$ cat src/rtl/fuzz_round_ctrl_pkg.sv
// fuzz_round_ctrl_pkg: shared state, status and report types for the fuzzing round sequencer
package fuzz_round_ctrl_pkg;
    typedef enum logic [1:0] {IDLE, RST, RUN, REPORT} state_t;
    typedef enum logic [1:0] {ST_PASS = 2'd0, ST_TIMEOUT = 2'd1, ST_ABORT = 2'd2} status_t;
    typedef struct packed {
        status_t     status;
        logic [63:0] cycles;
    } rpt_t;
endpackage

$ cat src/rtl/fuzz_round_ctrl_if.sv
// fuzz_round_ctrl_if: host/harness bundle between the test host and the round sequencer
interface fuzz_round_ctrl_if #(parameter int COV_W = 30);
    logic             tc_valid;
    logic             tc_ready;
    logic             abort;
    logic [63:0]      tohost;
    logic [COV_W-1:0] cov;
    logic             dut_reset;
    logic             stall_irq;
    logic             rpt_valid;
    logic             rpt_ready;
    logic [1:0]       rpt_status;
    logic [63:0]      rpt_cycles;
    logic [COV_W-1:0] rpt_cov;
    modport master (
        output tc_valid, abort, tohost, cov, rpt_ready,
        input  tc_ready, dut_reset, stall_irq, rpt_valid, rpt_status, rpt_cycles, rpt_cov
    );
    modport slave (
        input  tc_valid, abort, tohost, cov, rpt_ready,
        output tc_ready, dut_reset, stall_irq, rpt_valid, rpt_status, rpt_cycles, rpt_cov
    );
endinterface

$ cat src/rtl/fuzz_round_ctrl_stall_monitor.sv
// fuzz_round_ctrl_stall_monitor: coverage-stall and watchdog counters driving a registered interrupt
module fuzz_round_ctrl_stall_monitor #(
    parameter int COV_W      = 30,
    parameter int MAX_WAIT   = 1000,
    parameter int COV_SHIFT  = 19,
    parameter int WDOG_LIMIT = 50000
) (
    input  logic             clock,
    input  logic             clear,
    input  logic             en,
    input  logic [COV_W-1:0] cov,
    input  logic             tohost0,
    output logic             stall_irq
);
    logic [COV_W-1:0] pre_cov;
    logic [63:0]      stall_cnt, wdog_cnt, stall_nxt, wdog_nxt, thr;
    // higher coverage earns a proportionally longer stall window
    always_comb begin
        thr       = 64'(MAX_WAIT) * (64'(cov >> COV_SHIFT) + 64'd1);
        stall_nxt = cov != pre_cov ? '0 : &stall_cnt ? stall_cnt : stall_cnt + 64'd1;
        wdog_nxt  = tohost0 ? '0 : &wdog_cnt ? wdog_cnt : wdog_cnt + 64'd1;
    end
    always_ff @(posedge clock) begin
        if (clear) begin
            pre_cov   <= '0;
            stall_cnt <= '0;
            wdog_cnt  <= '0;
            stall_irq <= 1'b0;
        end else if (en) begin
            pre_cov   <= cov;
            stall_cnt <= stall_nxt;
            wdog_cnt  <= wdog_nxt;
            stall_irq <= stall_nxt >= thr || wdog_nxt >= 64'(WDOG_LIMIT);
        end
    end
endmodule

$ cat src/rtl/fuzz_round_ctrl.sv
// fuzz_round_ctrl: sequences one fuzzing round (handshake, DUT reset, run, report)
module fuzz_round_ctrl import fuzz_round_ctrl_pkg::*; #(
    parameter int COV_W      = 30,
    parameter int RST_CYCLES = 8,
    parameter int MAX_CYCLES = 200000,
    parameter int MAX_WAIT   = 1000,
    parameter int COV_SHIFT  = 19,
    parameter int WDOG_LIMIT = 50000
) (
    input logic               clock,
    input logic               reset,
    fuzz_round_ctrl_if.slave  bus
);
    state_t           state, state_nxt;
    status_t          status;
    rpt_t             rpt;
    logic [COV_W-1:0] rpt_cov;
    logic [31:0]      rst_cnt;
    logic [63:0]      cyc_cnt, run_cnt;
    logic             done;
    // run_cnt is the count including the current cycle, which is what gets reported
    always_comb begin
        run_cnt   = &cyc_cnt ? cyc_cnt : cyc_cnt + 64'd1;
        status    = bus.tohost[0] ? ST_PASS : bus.abort ? ST_ABORT : ST_TIMEOUT;
        done      = bus.tohost[0] || bus.abort || run_cnt >= 64'(MAX_CYCLES);
        state_nxt = state == IDLE && bus.tc_valid ? RST
                  : state == RST && rst_cnt == '0 ? RUN
                  : state == RUN && done ? REPORT
                  : state == REPORT && bus.rpt_ready ? IDLE
                  : state;
    end
    always_ff @(posedge clock) begin
        if (!reset) begin
            state   <= IDLE;
            rst_cnt <= '0;
            cyc_cnt <= '0;
            rpt     <= '0;
            rpt_cov <= '0;
        end else begin
            state   <= state_nxt;
            rst_cnt <= state == IDLE ? 32'(RST_CYCLES - 1) : state == RST && rst_cnt != '0 ? rst_cnt - 32'd1 : rst_cnt;
            cyc_cnt <= state == RUN ? run_cnt : '0;
            if (state == RUN && done) begin
                rpt     <= '{status: status, cycles: run_cnt};
                rpt_cov <= bus.cov;
            end
        end
    end
    assign bus.tc_ready   = state == IDLE;
    assign bus.dut_reset  = state != RUN;
    assign bus.rpt_valid  = state == REPORT;
    assign bus.rpt_status = rpt.status;
    assign bus.rpt_cycles = rpt.cycles;
    assign bus.rpt_cov    = rpt_cov;
    // monitor state is zeroed whenever the next cycle is not a run cycle
    fuzz_round_ctrl_stall_monitor #(
        .COV_W(COV_W), .MAX_WAIT(MAX_WAIT), .COV_SHIFT(COV_SHIFT), .WDOG_LIMIT(WDOG_LIMIT)
    ) mon (
        .clock    (clock),
        .clear    (!reset || state_nxt != RUN),
        .en       (state == RUN),
        .cov      (bus.cov),
        .tohost0  (bus.tohost[0]),
        .stall_irq(bus.stall_irq)
    );
endmodule

$ cat src/flat_wrapper.sv
// flat-port wrapper written by rule: the top's interface ports become plain ports
module fuzz_round_ctrl_flat import fuzz_round_ctrl_pkg::*;
#(
    parameter int COV_W      = 30,
    parameter int RST_CYCLES = 8,
    parameter int MAX_CYCLES = 200000,
    parameter int MAX_WAIT   = 1000,
    parameter int COV_SHIFT  = 19,
    parameter int WDOG_LIMIT = 50000
)
  (clock, reset, bus_tc_valid, bus_abort, bus_tohost, bus_cov, bus_rpt_ready, bus_tc_ready, bus_dut_reset, bus_stall_irq, bus_rpt_valid, bus_rpt_status, bus_rpt_cycles, bus_rpt_cov);
  fuzz_round_ctrl_if #(.COV_W(COV_W)) bus_i ();
  input logic clock;
  input logic reset;
  input wire logic [$bits(bus_i.tc_valid)-1:0] bus_tc_valid;
  input wire logic [$bits(bus_i.abort)-1:0] bus_abort;
  input wire logic [$bits(bus_i.tohost)-1:0] bus_tohost;
  input wire logic [$bits(bus_i.cov)-1:0] bus_cov;
  input wire logic [$bits(bus_i.rpt_ready)-1:0] bus_rpt_ready;
  output wire logic [$bits(bus_i.tc_ready)-1:0] bus_tc_ready;
  output wire logic [$bits(bus_i.dut_reset)-1:0] bus_dut_reset;
  output wire logic [$bits(bus_i.stall_irq)-1:0] bus_stall_irq;
  output wire logic [$bits(bus_i.rpt_valid)-1:0] bus_rpt_valid;
  output wire logic [$bits(bus_i.rpt_status)-1:0] bus_rpt_status;
  output wire logic [$bits(bus_i.rpt_cycles)-1:0] bus_rpt_cycles;
  output wire logic [$bits(bus_i.rpt_cov)-1:0] bus_rpt_cov;
  assign bus_i.tc_valid = bus_tc_valid;
  assign bus_i.abort = bus_abort;
  assign bus_i.tohost = bus_tohost;
  assign bus_i.cov = bus_cov;
  assign bus_i.rpt_ready = bus_rpt_ready;
  assign bus_tc_ready = bus_i.tc_ready;
  assign bus_dut_reset = bus_i.dut_reset;
  assign bus_stall_irq = bus_i.stall_irq;
  assign bus_rpt_valid = bus_i.rpt_valid;
  assign bus_rpt_status = bus_i.rpt_status;
  assign bus_rpt_cycles = bus_i.rpt_cycles;
  assign bus_rpt_cov = bus_i.rpt_cov;
  fuzz_round_ctrl #(.COV_W(COV_W), .RST_CYCLES(RST_CYCLES), .MAX_CYCLES(MAX_CYCLES), .MAX_WAIT(MAX_WAIT), .COV_SHIFT(COV_SHIFT), .WDOG_LIMIT(WDOG_LIMIT)) u_core (.clock(clock), .reset(reset), .bus(bus_i));
endmodule
$ cat config.mk
export PLATFORM = sky130hd
export DESIGN_NAME = fuzz_round_ctrl_flat
export DESIGN_NICKNAME = d
export VERILOG_FILES = /design/src/rtl/fuzz_round_ctrl_pkg.sv /design/src/rtl/fuzz_round_ctrl_if.sv /design/src/rtl/fuzz_round_ctrl_stall_monitor.sv /design/src/rtl/fuzz_round_ctrl.sv /design/src/flat_wrapper.sv
export SDC_FILE = /design/constraint.sdc
export NUM_CORES = 1
export LEC_CHECK = 0
export ABC_AREA = 1
export CORE_UTILIZATION = 30
export DETAILED_ROUTE_END_ITERATION = 10
export GPL_TIMING_DRIVEN = 1
export PLACE_DENSITY = 0.49
export SLEW_MARGIN = 20
export SYNTH_ARGS = -nofsm -noshare
export SYNTH_HDL_FRONTEND = slang
export SYNTH_SLANG_ARGS = --single-unit
$ cat constraint.sdc
create_clock -name clock -period 11.4 [get_ports clock]
set_input_delay 1.14 -clock clock [delete_from_list [all_inputs] [get_ports clock]]
set_output_delay 1.14 -clock clock [all_outputs]
set_load 0.02 [all_outputs]
==> results of run 1 <==
## metrics by stage
step / setup slack (ns) / utilization / area (um^2)
finish: 3.22 / 0.348 / 28000
global placement: 2.57 / 0.329 / 26500
CTS: 3.18 / 0.348 / 28000
detailed placement: 2.55 / 0.329 / 26500
global route: 2.45 / 0.348 / 28000
floorplan: 4.34 / - / 24400
## area by class of cell
cell class,instances,share of cell area
Multi-Input combinational cell,2923,0.517
Sequential cell,353,0.253
Inverter,571,0.0769
Timing Repair Buffer,151,0.0524
Tap cell,1060,0.0474
Clock buffer,66,0.0460
Clock inverter,15,0.00782
## flip-flops by register name (all words and copies together) (netlist names)
name                   cells
u_core.bus.rpt_cycles     64
u_core.cyc_cnt            64
u_core.mon.stall_cnt      64
u_core.mon.wdog_cnt       64
u_core.rst_cnt            32
u_core.bus.rpt_cov        30
u_core.mon.pre_cov        30
u_core.bus.rpt_status      2
u_core.state               2
u_core.mon.stall_irq       1
## worst max-delay path: cells and delay by family
| kind | cells | cell delay [ns] |
|---|---|---|
| and+or+nand+nor | 17 | 2.08 |
| buffers and inverters | 6 | 1.13 |
| xor gates and xnor gates | 2 | 0.64 |
| AOI/OAI and AO/OA | 6 | 1.30 |
| adders and majority gates | 6 | 2.34 |
## cells in the final DEF, fill, tap and decap left out, types with 6 or more instances in the layout
cell | netlist | final
buf_4 | 7 | 16
inv_1 | 561 | 559
clkinv_2 | 0 | 7
nand2_1 | 1022 | 1022
inv_2 | 5 | 6
nor4_1 | 11 | 11
nor2_2 | 100 | 100
or2_2 | 22 | 22
xor2_1 | 62 | 62
nor2_1 | 632 | 630
clkbuf_8 | 0 | 6
clkdlybuf4s50_1 | 0 | 134
nand3b_1 | 12 | 12
o21ai_0 | 264 | 264
o21bai_1 | 9 | 9
nand4_1 | 94 | 94
nor3_1 | 87 | 87
nor2_4 | 4 | 6
dfxtp_1 | 353 | 353
ha_1 | 65 | 65
nand2_2 | 6 | 6
nand3_1 | 277 | 276
a21oi_1 | 136 | 136
clkbuf_16 | 0 | 46
mux2i_1 | 8 | 8
xnor2_1 | 34 | 34
fa_1 | 32 | 32
clkbuf_1 | 68 | 14
a31oi_1 | 9 | 9
## cells by family after synthesis
family	after synthesis	synth area share
AO/OA/AOI/OAI	434	0.0924
XOR/XNOR	96	0.0345
adder cells (fa/ha/maj)	97	0.0597
buffers and inverters	700	0.118
flip-flops	353	0.290
multiplexers	8	0.00329
AND/OR/NAND/NOR	2288	0.402
## per-layer routing
| metal | up-vias | wire, um | track usage |
|---|---|---|---|
| li1 | 12600 | - | - |
| met5 | - | 0 | 0 |
| met3 | 96 | 4050 | 0.0260 |
| met1 | 10800 | 39500 | 0.272 |
| met2 | 509 | 34500 | 0.305 |
| met4 | 0 | 1870 | 0.0503 |
## worst max-delay path by stage
| stage | slack, ns | from | depth (start not counted) | end |
|---|---|---|---|---|
| finish | 3.22 | bus_cov[19] | 37 | u_core.mon.stall_irq$_SDFFE_PP0N_ |
| CTS | 3.18 | bus_cov[19] | 37 | u_core.mon.stall_irq$_SDFFE_PP0N_ |
| floorplan | 4.34 | bus_cov[22] | 36 | u_core.mon.stall_irq$_SDFFE_PP0N_ |
| detailed placement | 2.55 | bus_cov[19] | 37 | u_core.mon.stall_irq$_SDFFE_PP0N_ |
| global route | 2.45 | bus_cov[20] | 37 | u_core.mon.stall_irq$_SDFFE_PP0N_ |
| global placement | 2.57 | bus_cov[20] | 37 | u_core.mon.stall_irq$_SDFFE_PP0N_ |
## power breakdown
part / internal [uW] / switching, uW / total [uW]
sequential: 1250 / 9.55 / 1260
clock: 876 / 595 / 1470
combinational: 293 / 457 / 750
total: 2420 / 1060 / 3480
==> results.yml, run 1 <==
cts:
  clockBufferDepth: 3
  cts_sinks: 353
  clk_latency_ns: 0.62
  htree_levels: 2
  root_buffer: "clkbuf_16"
  cts_tree: "built"
  cts_setup_buffers: 0
  cts.reportedPaths.clkPinSlew_ns: 0.05
  cts_hold_buffers: 0
  cts_resized: 0
  numCtsBuffers: 46
routing:
  finalWirelength_mm: 79.9
  vias: 24000
  postRouteAntennaNets: 0
  drt-initial-drc-count: 1726
  drc: 0
  first_pass_iters: 6
  avgRoutedWirePerCell_um: 15.6
  viasPerCell: 4.67
layout:
  fin_nets: 4242
  antenna_cells: 0
  multi_input_area_um2: 14500
  drive_gt1_frac: 0.0579
  area_growth_pct: 14.9
  stdcell_count: 5139
  seqCellArea_um2: 7070
  nFillCells: 9028
placement:
  gp_congestion: 0.945
  hpwlAfterDp_mm: 61.1
  port_buffers: 135
  placed_cells: 5058
worst_hold_path:
  min_to: "u_core.rst_cnt[30]$_SDFFE_PP0P_"
  hp-class: "reg2reg"
  hold_depth: 2
  min-delay-start: "u_core.rst_cnt[30]$_SDFFE_PP0P_"
critical_path:
  crit_arrival_ns: 8.65
  crit_type: "in2reg"
  cp-end-kind: "register"
  r2r-end: "u_core.mon.stall_cnt[9]$_SDFFE_PP0N_"
  rrSetupSlack_ns: 4.87
  critPathRequiredTime_ns: 11.87
  max_stage_delay_ns: 0.72
  crit_top_cell: "nand2_1"
  r2r_start: "u_core.cyc_cnt[0]$_SDFF_PN0_"
  critPathMaxFanout: 9
  critPathSlowestCell: "clkdlybuf4s50_1"
  startpoint_type: "input pin"
  ff2ff_path_depth: 22
synth:
  ys_seq_area_frac: 0.290
  synth_edf_count: 0
  synth_commonest_cells: "1022 x nand2_1, 632 x nor2_1, 561 x inv_1"
  yosysMostFrequentCell: "nand2_1"
  ys_ff_latch: 353
  syn-num-nets: 4172
  avgSynthCellArea_um2: 6.13
  yosysTopAreaCellShare: 0.290
  synth_cell_types: 53
  synthArstFlopShare: 0
  yosysWarnings: 0
  synthTopCellsByArea: "dfxtp_1 29%, nand2_1 16%, nor2_1 9.7%"
  synth_top_flop_cell: "dfxtp_1"
  syn-instance-count: 3976
  yosys.area.top_type: "dfxtp_1"
  syn_area_um2: 24400
timing:
  final.min_clock_period_ns: 8.18
  finalHoldViolCount: 0
  max_freq_ghz: 0.122
  period_share: 0.718
  finalHoldWorstSlack_ns: 0.458
  rsz0062_at_grt: "false"
  max_slew_margin: 0.328
  finalSetupViolCount: 0
  worstMarginPinSlew_ns: 1.01
  skew_ns: 0.0480
  drv_slew: 0
  fin_tns_setup_ns: 0
global_routing:
  grtUsageTotal: 0.192
  gr-total-overflow: 0
  grt_pass1_wl_mm: 127
  grt_max_degree: 98
  antenna_found_initial: 1
  grt_pass1_vias: 22800
power_and_ir_drop:
  peakVddDrop_uv: 102
  power.leakage_uw: 0.0107
  finalPower_uw: 3480
  powerDensity_nw_per_um2: 124
floorplan:
  design.die.area_um2: 82400
  initial_core_util: 0.303
  core_um2: 80400
  dieHeight_um: 287
  die-width_um: 287
  ios: 199
  num_rows: 104
outcome:
  outcome: "finished, final reports clean"
job:
  cap_viol_max_count: 0
Power figures use the tool's default switching activity.
==> run 2: changes to the inputs <==
Settings changed: PLACE_DENSITY 0.49 to 0.5.
Clock period 11.4 ns to 7.2 ns, I/O delays scaled along.
==> results.yml, run 2 (same netlist as run 1, synthesis figures left out) <==
outcome:
  outcome: "finished, final reports clean"
timing:
  drv_slew: 0
  worstMarginPinSlew_ns: 1.06
  fin_tns_setup_ns: 0
  finalHoldWorstSlack_ns: 0.463
  rsz0062_at_grt: "false"
  finalSetupViolCount: 0
  max_slew_margin: 0.294
  finalHoldViolCount: 0
  final.min_clock_period_ns: 6.59
  finalWorstSetupSlack_ns: 0.611
  max_freq_ghz: 0.152
  skew_ns: 0.0340
  period_share: 0.915
layout:
  utilization: 0.356
  fin_nets: 4301
  nFillCells: 8930
  drive_gt1_frac: 0.0741
  stdcell_area_um2: 28600
  layout.cells.most_common: "nand2_1"
  area_growth_pct: 17.5
  antenna_cells: 0
  layout_common_cells: "1022 x nand2_1, 630 x nor2_1, 559 x inv_1"
cts:
  htree_levels: 2
  cts_tree: "built"
  cts_sinks: 353
  cts_setup_buffers: 0
  numCtsBuffers: 46
  clockBufferDepth: 3
  cts.reportedPaths.clkPinSlew_ns: 0.06
  root_buffer: "clkbuf_16"
  clk_latency_ns: 0.60
placement:
  gp_congestion: 0.980
  place_area_um2: 27000
  place_ws_ns: -0.190
  hpwlAfterDp_mm: 62.8
  port_buffers: 135
floorplan:
  design.die.area_um2: 82400
  ios: 199
  dieHeight_um: 287
  die-width_um: 287
  core_um2: 80400
  initial_core_util: 0.303
  num_rows: 104
critical_path:
  crit_type: "in2reg"
  max_stage_delay_ns: 0.50
  crit_top_cell: "inv_1"
  critPathRequiredTime_ns: 7.66
  critPathMaxFanout: 7
  cp-end-kind: "register"
  startpoint_type: "input pin"
  critPathSlowestCell: "fa_1"
  crit_arrival_ns: 7.05
routing:
  postRouteAntennaNets: 0
  finalWirelength_mm: 81.0
  vias: 24400
  viasPerCell: 4.70
  first_pass_iters: 5
  drt-initial-drc-count: 1713
  drc: 0
  avgRoutedWirePerCell_um: 15.6
power_and_ir_drop:
  peakVddDrop_uv: 178
  powerDensity_nw_per_um2: 206
  power.leakage_uw: 0.0111
global_routing:
  grtUsageTotal: 0.195
  antenna_found_initial: 1
  grt_max_degree: 149
  grt_pass1_vias: 22700
  grt_pass1_wl_mm: 128
  gr-total-overflow: 0
worst_hold_path:
  hp-class: "reg2reg"
job:
  cap_viol_max_count: 0
run 2: what timing repair did:
item,in CTS,in global routing
gates resized for setup,0,6
setup endpoints to repair,0,1
hold buffers,0,0
run 2: where the power goes:
group          switching (uW)  internal [uW]  total (uW)
logic                     760            604        1360
clock network             952           1580        2540
registers                15.2           1980        1990
run 2: cell type report:
cell class / count / area, um^2 / area share
Clock buffer: 63 / 1290 / 0.0452
Clock inverter: 23 / 365 / 0.0128
Inverter: 571 / 2150 / 0.0751
Multi-Input combinational cell: 2923 / 14500 / 0.506
Sequential cell: 353 / 7070 / 0.247
Tap cell: 1060 / 1330 / 0.0463
Timing Repair Buffer: 210 / 1950 / 0.0682
run 2: stage by stage:
stage	std cells	power, uW
global route	5203	6270
detailed placement	5117	3410
finish	5203	5890
global placement	5117	3400
floorplan	3976	2970
CTS	5203	5990
run 2: worst max-delay path, delay by kind of cell:
kind            cells  cell delay, ns
compound gates      7            1.21
fa+ha+maj           6            2.21
xor+xnor            1            0.17
buf+inv             7            0.93
simple gates       15            1.83
run 2: path summary, 6_finish.rpt:
kind | start | endpoint | slack [ns] | cells past startpoint
worst max-delay path | bus_cov[20] | u_core.mon.stall_irq$_SDFFE_PP0N_ | 0.61 | 36
worst min-delay path | u_core.bus.rpt_cov[6]$_SDFFE_PN0P_ | u_core.bus.rpt_cov[6]$_SDFFE_PN0P_ | 0.46 | 2
worst max register to register | u_core.cyc_cnt[0]$_SDFF_PN0_ | u_core.bus.rpt_cycles[45]$_SDFFE_PN0P_ | 2.35 | 20
worst min register to register | u_core.bus.rpt_cov[6]$_SDFFE_PN0P_ | u_core.bus.rpt_cov[6]$_SDFFE_PN0P_ | 0.46 | 2
run 2: metal layers:
metal  share of wire  wire, um  up-vias  GRT usage
li1                -         -    12800          -
met5               0         0        -          0
met1            0.49     39800    11000      0.276
met3           0.058      4670       81     0.0315
met4           0.019      1540        0     0.0436
met2            0.43     35000      550      0.307
==> run 3: changes to the inputs <==
Settings changed: CAP_MARGIN set to 20.
==> results of run 3 <==
The final DEF is identical to that of run 2; final timing and power are the same.
